===== src/rtl/muldiv_pkg.sv =====
// Shared encodings for the iterative multiply/divide unit.
// Holds operation codes and FSM state codes used by muldiv_unit and its bench.
package muldiv_pkg;

  typedef logic [1:0] op_t;
  typedef logic [1:0] state_t;

  localparam op_t OP_MULLO = 2'b00;
  localparam op_t OP_MULHU = 2'b01;
  localparam op_t OP_DIVU  = 2'b10;
  localparam op_t OP_REMU  = 2'b11;

  localparam state_t ST_IDLE = 2'b00;
  localparam state_t ST_RUN  = 2'b01;
  localparam state_t ST_DONE = 2'b10;

endpackage


===== src/rtl/muldiv_step.sv =====
// One unsigned radix-2 iteration: shift-add multiply or restoring divide.
// Ports: div_i selects divide, acc_i/acc_o 2W accumulator, opb_i operand.
module muldiv_step
  import muldiv_pkg::*;
#(
  parameter int DATA_WIDTH = 32
) (
  input  logic                      div_i,
  input  logic [2*DATA_WIDTH-1:0]   acc_i,
  input  logic [DATA_WIDTH-1:0]     opb_i,
  output logic [2*DATA_WIDTH-1:0]   acc_o
);

  localparam int W = DATA_WIDTH;

  logic [W:0]   sum;
  logic [W:0]   shl;
  logic         ge;
  logic [W-1:0] rem;

  always_comb begin
    // Multiply: acc = {hi, multiplier}; add multiplicand into hi
    // when the multiplier LSB is set, then shift right with carry.
    sum = {1'b0, acc_i[2*W-1:W]}
        + (acc_i[0] ? {1'b0, opb_i} : {(W+1){1'b0}});
    // Divide: acc = {remainder, quotient}; shift left one bit and
    // subtract the divisor if it fits. The difference is < 2^W.
    shl = acc_i[2*W-1:W-1];
    ge  = (shl >= {1'b0, opb_i});
    rem = shl[W-1:0] - opb_i;
    if (!div_i) begin
      acc_o = {sum, acc_i[W-1:1]};
    end else if (ge) begin
      acc_o = {rem, acc_i[W-2:0], 1'b1};
    end else begin
      acc_o = {shl[W-1:0], acc_i[W-2:0], 1'b0};
    end
  end

endmodule


===== src/rtl/muldiv_unit.sv =====
// Iterative unsigned MUL/DIV unit with register-file write-back.
// Ports: start/op/rs1/rs2/rd in, flush abort, busy, we/waddr/wdata out.
module muldiv_unit
  import muldiv_pkg::*;
#(
  parameter int DATA_WIDTH = 32,
  parameter int ADDR_WIDTH = 5
) (
  input  logic                  clk,
  input  logic                  rst,
  input  logic                  start,
  input  logic [1:0]            op,
  input  logic [DATA_WIDTH-1:0] rs1_data,
  input  logic [DATA_WIDTH-1:0] rs2_data,
  input  logic [ADDR_WIDTH-1:0] rd_addr,
  input  logic                  flush,
  output logic                  busy,
  output logic                  we,
  output logic [ADDR_WIDTH-1:0] waddr,
  output logic [DATA_WIDTH-1:0] wdata
);

  localparam int W  = DATA_WIDTH;
  localparam int CW = (W > 2) ? $clog2(W) : 1;

  state_t          state_q, state_d;
  logic [CW-1:0]   cnt_q, cnt_d;
  op_t             op_q, op_d;
  logic [ADDR_WIDTH-1:0] rd_q, rd_d;
  logic [W-1:0]    opb_q, opb_d;
  logic [2*W-1:0]  acc_q, acc_d;
  logic [W-1:0]    res_q, res_d;
  logic [2*W-1:0]  acc_step;
  logic            is_div;

  muldiv_step #(
    .DATA_WIDTH(W)
  ) u_step (
    .div_i (op_q[1]),
    .acc_i (acc_q),
    .opb_i (opb_q),
    .acc_o (acc_step)
  );

  assign is_div = op[1];

  always_comb begin
    state_d = state_q;
    cnt_d   = cnt_q;
    op_d    = op_q;
    rd_d    = rd_q;
    opb_d   = opb_q;
    acc_d   = acc_q;
    res_d   = res_q;
    unique case (state_q)
      ST_IDLE: begin
        if (start && !flush) begin
          op_d  = op;
          rd_d  = rd_addr;
          cnt_d = CW'(W-1);
          opb_d = is_div ? rs2_data : rs1_data;
          acc_d = {{W{1'b0}}, (is_div ? rs1_data : rs2_data)};
          if (is_div && (rs2_data == '0)) begin
            res_d   = op[0] ? rs1_data : {W{1'b1}};
            state_d = ST_DONE;
          end else begin
            state_d = ST_RUN;
          end
        end
      end
      ST_RUN: begin
        if (flush) begin
          state_d = ST_IDLE;
        end else begin
          acc_d = acc_step;
          cnt_d = cnt_q - 1'b1;
          if (cnt_q == '0) begin
            // op[0] picks the upper half: MULHU product high, REMU rem.
            res_d   = op_q[0] ? acc_step[2*W-1:W] : acc_step[W-1:0];
            state_d = ST_DONE;
          end
        end
      end
      ST_DONE: begin
        state_d = ST_IDLE;
      end
      default: begin
        state_d = ST_IDLE;
      end
    endcase
  end

  always_ff @(posedge clk or posedge rst) begin
    if (rst) begin
      state_q <= ST_IDLE;
      cnt_q   <= '0;
      op_q    <= '0;
      rd_q    <= '0;
      opb_q   <= '0;
      acc_q   <= '0;
      res_q   <= '0;
    end else begin
      state_q <= state_d;
      cnt_q   <= cnt_d;
      op_q    <= op_d;
      rd_q    <= rd_d;
      opb_q   <= opb_d;
      acc_q   <= acc_d;
      res_q   <= res_d;
    end
  end

  assign busy  = (state_q != ST_IDLE);
  // Flush during DONE suppresses the write in that same cycle.
  assign we    = (state_q == ST_DONE) && !flush;
  assign waddr = (state_q == ST_DONE) ? rd_q  : '0;
  assign wdata = (state_q == ST_DONE) ? res_q : '0;

endmodule


===== config.mk =====
export PLATFORM = sky130hd
export DESIGN_NAME = muldiv_unit
export DESIGN_NICKNAME = d
export VERILOG_FILES = /design/src/rtl/muldiv_pkg.sv /design/src/rtl/muldiv_step.sv /design/src/rtl/muldiv_unit.sv
export SDC_FILE = /design/constraint.sdc
export NUM_CORES = 1
export LEC_CHECK = 0
export CELL_PAD_IN_SITES_DETAIL_PLACEMENT = 0
export CELL_PAD_IN_SITES_GLOBAL_PLACEMENT = 1
export CORE_MARGIN = 10
export CORE_UTILIZATION = 44
export DETAILED_ROUTE_END_ITERATION = 10
export PLACE_DENSITY = 0.9
export REMOVE_ABC_BUFFERS = 1
export SLEW_MARGIN = 25
export SYNTH_ARGS = -nofsm -noshare
export SYNTH_HDL_FRONTEND = slang
export SYNTH_SLANG_ARGS = --single-unit

===== constraint.sdc =====
create_clock -name clk -period 5.9 [get_ports clk]
set_input_delay 1.77 -clock clk [delete_from_list [all_inputs] [get_ports clk]]
set_output_delay 1.77 -clock clk [all_outputs]
set_load 0.005 [all_outputs]

==> summary.md, run 1 <==
| Metric | Value |
|---|---|
| Pre-CTS WS | `0.632 ns` |
| Most common cell on crit path | `buf_4` |
| Yosys top cell by area | `dfrtp_1` |
| RSZ-0062 raised after global routing | `false` |
| #FFs+latches synth | `about 140` |
| IO buf count | `roughly 110` |
| Max Slew Vio Count | `0` |
| Total power | `a little under 7 mW` |
| Vias in the first global route | `11708` |
| Critical Path, Cell by Cell | `clkdlybuf4s50_1 -> nor4_1 -> buf_4 -> nand4_1 -> o31ai_1 -> a21oi_1 -> or2_2 -> inv_2 -> nand2_1 -> nor2_1 -> buf_4 -> a221oi_1` |
| Die Height | `around 190 microns` |
| Largest net degree at the start of global routing | `roughly 90` |
| Die Span X | `roughly 190 microns` |
| Slew @ Worst Pin | `~0.95 ns` |
| Antenna violations before repair | `1` |
| Slowest CP cell | `clkdlybuf4s50_1` |
| DP Area | `around 14000 sq um` |
| P&R area growth vs syn | `15.9%` |
| FMAX | `between 200 and 250 MHz` |
| Post-CTS Hold Buffers | `0` |
| Syn_area_per_cell | `about 8 sq um` |
| Gpl congestion | `roughly 0.94` |
| Post-Place Cells | `about 1900` |
| Fin crit share | `81.6%` |
| WL final | `about 43 mm` |
| WP data arrival | `~5.1 ns` |
| Antenna-violating nets left | `0` |
| Fin cells | `about 2000` |
| Fin Clk Skew | `between 0.01 and 0.015 ns` |
| Relative slew slack | `a little over a third` |
| Yosys warning total | `0` |
| Register area share after synthesis | `28.9%` |
| CTS sink count | `between 100 and 150` |
| Drt first pass iters | `6` |
| Root buf cell | `clkbuf_16` |
| Final HPWL DP | `32.1 mm` |
| Max_cap viols | `0` |
| Global-route wire length before repair | `between 60 and 70 mm` |
| Multi-input logic area | `between 8000 and 9000 sq um` |
| Global-route usage over all layers | `between 20% and 30%` |
| # Post-CTS Setup Buffers | `0` |
| Ant diodes | `0` |
| Clock-pin transition on the worst setup and hold timing paths | `0.07 ns` |
| Post-synth ARST share | `between 90% and 100%` |
| Setup TNS | `0 ns` |
| Max FO, Critical Path | `14` |
| FF+latch area | `~3600 sq um` |
| Leakage | `around 6.3 nW` |
| Element type at the critical path end | `flop` |
| Design area | `14200 sq um` |
| Critical path's largest stage delay | `~0.43 ns` |
| Fillers | `2715` |
| DRC | `0` |
| CP Class | `input pin to flop` |
| Die footprint | `~35000 sq um` |
| Leading cell type in the layout, fill and taps excluded | `nand2_1` |
| Post-Syn Area | `12300 sq um` |
| Status | `complete, no violations` |
| Max IR drop VDD | `~0.23 mV` |
| Post-synth top flop | `dfrtp_1` |
| Mapped Cells | `around 1500` |
| Detailed Route Iter0 Violations | `between 1000 and 1500` |
| I/O pin cnt | `114` |
| CTS H-tree depth | `4` |
| Maximum clock path buffer count | `2` |
| Number of core rows | `between 60 and 70` |
| Synth cell types | `roughly 90` |
| Vias | `about 12000` |
| Number of synthesized flops with an enable pin | `0` |
| CTS tree | `built` |
| Grt total ovfl | `0` |
| Core area | `roughly 28000 sq um` |
| Synth top area share | `approximately 29%` |
| PwrDens | `484 nW/um^2` |
| Initial Util | `between 40 and 50%` |
| Vias per cell | `approximately 6` |
| Hold Path Class | `flop to flop` |
| Cts bufs inserted | `17` |
| Final worst slack | `between 1 and 1.5 ns` |
| Number of nets in the layout | `~1700` |
| Most frequent cells in the layout | `nand2_1 (177), o21ai_0 (151), dfrtp_1 (140)` |
| Worst Path Required | `6.17 ns` |
| Final-report hold violation count | `0` |
| CTS resizes | `0` |
| Synth area leaders | `dfrtp_1 (29%), ha_1 (6.7%), mux2i_1 (6.3%), o21ai_0 (6.2%), nand2_1 (5.4%)` |
| Share of cells above drive strength 1 | `about 6.9%` |
| Final setup violation count | `0` |
| Fin crit period | `between 4 and 5 ns` |
| Mean routed wirelength per cell | `between 20 and 25 microns` |
| Worst-Skew Late Latency | `between 0.4 and 0.5 ns` |
| Startpoint type of the worst setup path | `input pin` |
[worst max-delay path: cells and delay by family]
kind / cells / cell delay [ns]
buffers and inverters: 4 / 0.96
and+or+nand+nor: 5 / 1.70
AOI/OAI and AO/OA: 3 / 0.64
[metal layers]
metal,track usage (%),vias to the layer above,part of all wire [%]
li1,-,5638,-
met1,32.5,5885,45
met2,37.1,501,45
met3,3.99,70,7.3
met4,8.06,0,2.8
met5,0,-,0
[registers in the layout, summed over array words and instances (netlist names)]
register and count:
acc_q 64, state_q 2, res_q 32, op_q 2, cnt_q 5, opb_q 32
rd_q 5
[final timing paths]
path                                   start   endpoint  slack, ns  cells past startpoint
min in group asynchronous                rst    rd_q[1]       1.88                      2
worst min register to register       rd_q[1]    rd_q[1]       0.47                      2
worst max-delay path            rs2_data[13]   res_q[0]       1.08                     12
worst max register to register      acc_q[0]  res_q[29]       1.57                     13
max in group asynchronous                rst   acc_q[0]       3.07                      3
worst min-delay path                 rd_q[1]    rd_q[1]       0.47                      2
[kinds of logic (layout without fill, tap and decap cells)]
| logic type | count (synthesis) | after routing | synth area share, % |
|---|---|---|---|
| multiplexers | 93 | 93 | 7.87 |
| XOR/XNOR | 42 | 42 | 3.00 |
| AND/OR/NAND/NOR | 529 | 529 | 21.3 |
| adder cells (fa/ha/maj) | 68 | 68 | 7.05 |
| buffers and inverters | 174 | 233 | 5.73 |
| AO/OA/AOI/OAI | 484 | 484 | 26.1 |
| flip-flops | 142 | 142 | 28.9 |
[per-stage QoR]
step	hold slack [ns]	util, %
after floorplan	0.437	-
after global placement	0.449	49.2
after detailed placement	0.454	49.2
after CTS	0.472	51.5
after global routing	0.508	51.5
final	0.467	51.5
[synthesized netlist by cell type, drive strengths merged, types with 4 or more instances]
cell type  number
o311ai          4
or3            12
nor3           25
xor2           15
a2111oi         5
xnor2          27
a221oi          6
clkbuf         73
or2             5
nor2b          39
o22ai          17
inv            70
a21o           37
nand2         179
a22o           13
a221o          10
nor2          103
o21bai          6
o31a            4
o21ai         163
mux2           15
nand3          29
o21a            9
nand4          20
a21boi          5
nand2b          8
mux2i          77
o221ai          7
a31oi          25
o31ai           8
dfrtp         142
buf            31
and3           13
a211oi         45
o211ai          8
a21oi          84
o2111ai         6
ha             66
nor4           13
and2           70
[layout make-up]
class                   count  share of cell area, %
clock buffers              19                   3.11
inverters                  70                   1.88
flip-flops and latches    142                   25.0
repair buffers            131                   8.88
clock inverters            13                   1.27
well taps                 378                   3.33
multi-input cells        1216                   56.5
[power by group]
part | internal, mW | total (mW) | switching (mW)
combinational | 1.53 | 3.99 | 2.45
clock | 0.688 | 1.16 | 0.473
sequential | 1.31 | 1.73 | 0.419
total | 3.54 | 6.88 | 3.34
(Power assumes the default switching activity.)
==> inputs of run 2 (changes only) <==
==> constraint.sdc (replaced) <==
create_clock -name clk -period 5 [get_ports clk]
set_input_delay 1.5 -clock clk [delete_from_list [all_inputs] [get_ports clk]]
set_output_delay 1.5 -clock clk [all_outputs]
set_load 0.005 [all_outputs]
==> run 2 against run 1 <==
Die area unchanged. Wire length down 0.41%. Hold slack about the same. Critical path depth down 1. Critical path type unchanged.
==> summary.md, run 2 (synthesized netlist as in run 1, its figures left out) <==
| Metric | Value |
|---|---|
| I/O pin cnt | `114 (unchanged)` |
| Antenna-violating nets left | `0 (unchanged)` |
| Fin Clk Skew | `0.0157 ns (+0.00296 ns)` |
| IO buf count | `113 (unchanged)` |
| Largest net degree at the start of global routing | `90 (+2.3%)` |
| FMAX | `237 MHz` |
| # Post-CTS Setup Buffers | `0 (unchanged)` |
| DP Area | `13700 sq um (+0.58%)` |
| Design area | `14300 sq um (+0.53%)` |
| Initial Util | `44.4% (unchanged)` |
| Final worst slack | `0.776 ns (-0.308 ns)` |
| DRC | `0 (unchanged)` |
| Largest registers | `acc_q: 64 flops, opb_q: 32 flops, res_q: 32 flops` |
| Number of nets in the layout | `1728 (+0.41%)` |
| Element type at the critical path end | `flop` |
| Max_cap viols | `0 (unchanged)` |
| Die footprint | `35000 sq um (unchanged)` |
| Pre-CTS WS | `0.397 ns (-0.235 ns)` |
| Ant diodes | `0 (unchanged)` |
| Drt first pass iters | `6 (unchanged)` |
| Leakage | `6.29 nW (+0.62%)` |
| Critical Path, Cell by Cell | `clkdlybuf4s50_1 -> nor4_1 -> nand4_1 -> o31ai_1 -> a21oi_1 -> or2_2 -> nor2_2 -> nand2_2 -> buf_4 -> o311a_1 -> o21ai_1` |
| Grt total ovfl | `0 (unchanged)` |
| Slowest CP cell | `clkdlybuf4s50_1` |
| Final-report hold violation count | `0 (unchanged)` |
| Met2 routed WL | `19.5 mm (+0.63%)` |
| Global-route wire length before repair | `67.7 mm (+0.64%)` |
| WL final | `42.7 mm (-0.41%)` |
| Highest metal used | `met4` |
| Antenna violations before repair | `0 (-1)` |
| Die Height | `187 microns (unchanged)` |
| Cts bufs inserted | `17 (unchanged)` |
| Max IR drop VDD | `0.248 mV (+6.8%)` |
| Root buf cell | `clkbuf_16` |
| Top reg by flops | `acc_q` |
| Global-route usage over all layers | `23.8% (+0.045 points)` |
| Critical path's largest stage delay | `0.59 ns (+0.16 ns)` |
| Final setup violation count | `0 (unchanged)` |
| Vias | `12145 (+0.42%)` |
| Core area | `27600 sq um (unchanged)` |
| Clock-pin transition on the worst setup and hold timing paths | `0.07 ns (about the same)` |
| Relative slew slack | `37.4% (+0.76 points)` |
| Post-CTS Hold Buffers | `0 (unchanged)` |
| Fin crit period | `approximately 4.2 ns` |
| CTS tree | `built` |
| Leading cell type in the layout, fill and taps excluded | `nand2_1` |
| DR WL met3 | `3.38 mm (+8.3%)` |
| Gpl congestion | `0.937 (-0.27%)` |
| Max FO, Critical Path | `10 (-4)` |
| Bufs and invs on worst path | `2 (-2)` |
| Worst-Skew Late Latency | `0.43 ns (about the same)` |
| CTS sink count | `142 (unchanged)` |
| Max reg flops | `64 (unchanged)` |
| Reg2Reg Setup Slack | `0.88 ns (-0.69 ns)` |
| RSZ-0062 raised after global routing | `false` |
| Most frequent cells in the layout | `nand2_1 (177), o21ai_0 (151), dfrtp_1 (141)` |
| Detailed Route Iter0 Violations | `1295 (+8.0%)` |
| Status | `complete, no violations` |
| Hold Path Class | `flop to flop` |
| CTS H-tree depth | `4 (unchanged)` |
| Worst Path Required | `5.35 ns (-0.82 ns)` |
| Mean routed wirelength per cell | `21.6 microns (-0.76%)` |
| Slew @ Worst Pin | `0.939 ns (-0.0114 ns)` |
| CP Class | `input pin to flop` |
| PwrDens | `567 nW/um^2 (+17%)` |
| Hold WS | `0.468 ns (+0.000339 ns)` |
| Max Slew Vio Count | `0 (unchanged)` |
| Critical path's top delay family | `simple AND/OR/NAND/NOR gates` |
| Vias in the first global route | `11667 (-0.35%)` |
| CTS resizes | `0 (unchanged)` |
| P&R area growth vs syn | `16.5%` |
| Startpoint type of the worst setup path | `input pin` |
| Vias per cell | `6.15 (about the same)` |
| Fin crit share | `between 80 and 90%` |
| Share of cells above drive strength 1 | `7.20% (+0.35 points)` |
| Die Span X | `187 microns (unchanged)` |
| Maximum clock path buffer count | `2 (unchanged)` |
| Wl on met1 | `19.1 mm (-0.35%)` |
| Final HPWL DP | `32.6 mm (+1.4%)` |
| Number of core rows | `61 (unchanged)` |
| WP data arrival | `4.57 ns (-0.52 ns)` |
| Final core utilization | `51.8% (+0.27 points)` |
-- run 2: changes by cell type in the layout (fill, tap and decap cells not counted), sizes merged --
cell / delta
clkinv: -2
clkinvlp: +1
buf: +7
inv: +1
-- run 2: metal layers --
layer / GRT usage (%) / up-vias
met3: 4.33 / 45
met1: 32.9 / 5877
met4: 5.33 / 0
li1: - / 5660
met2: 37.7 / 563
met5: 0 / -
-- run 2: worst paths after layout --
path,from,to,cells after the start
worst max-delay path,rs2_data[31],res_q[27],11
worst min-delay path,rd_q[3],rd_q[3],2
min in group asynchronous,rst,rd_q[2],2
worst max register to register,acc_q[31],res_q[30],13
worst min register to register,rd_q[3],rd_q[3],2
max in group asynchronous,rst,res_q[26],3
-- run 2: metrics by stage --
step                      total power [mW]  TNS (ns)  cells
after floorplan                       5.14    -79.32   1428
after global placement                6.54         0   1942
after detailed placement              6.60         0   1944
after CTS                             7.99         0   1976
after global routing                  8.63         0   1976
final                                 8.11         0   1976
-- run 2: layout make-up --
type                       instances  area [sq um]
clock buffer                      19           443
multi-input combinational       1216          8040
tap                              378           473
sequential                       142          3560
fill                            2703         13300
timing repair buffer             138          1340
inverter                          70           268
clock inverter                    13           176
-- run 2: worst reg2reg max path, cell delays in order (launching register included) --
cell and delay (ns):
dfrtp_1 0.36, inv_1 0.18, ha_1 0.21, inv_1 0.06, fa_1 0.41, a21o_1 0.23
a221oi_2 0.46, o2111ai_2 0.27, a2111oi_4 0.46, o31ai_1 0.18, o2111a_1 0.17, a311oi_1 0.65
and3_1 0.30, a21oi_2 0.06
-- run 2: power breakdown --
group / total [mW] / switching, mW / internal, mW / leakage [nW]
Clock: 1.35 / 0.545 / 0.810 / 0.293
Sequential: 2.02 / 0.469 / 1.55 / 1.75
Combinational: 4.73 / 2.90 / 1.83 / 4.25
Total: 8.11 / 3.92 / 4.19 / 6.29
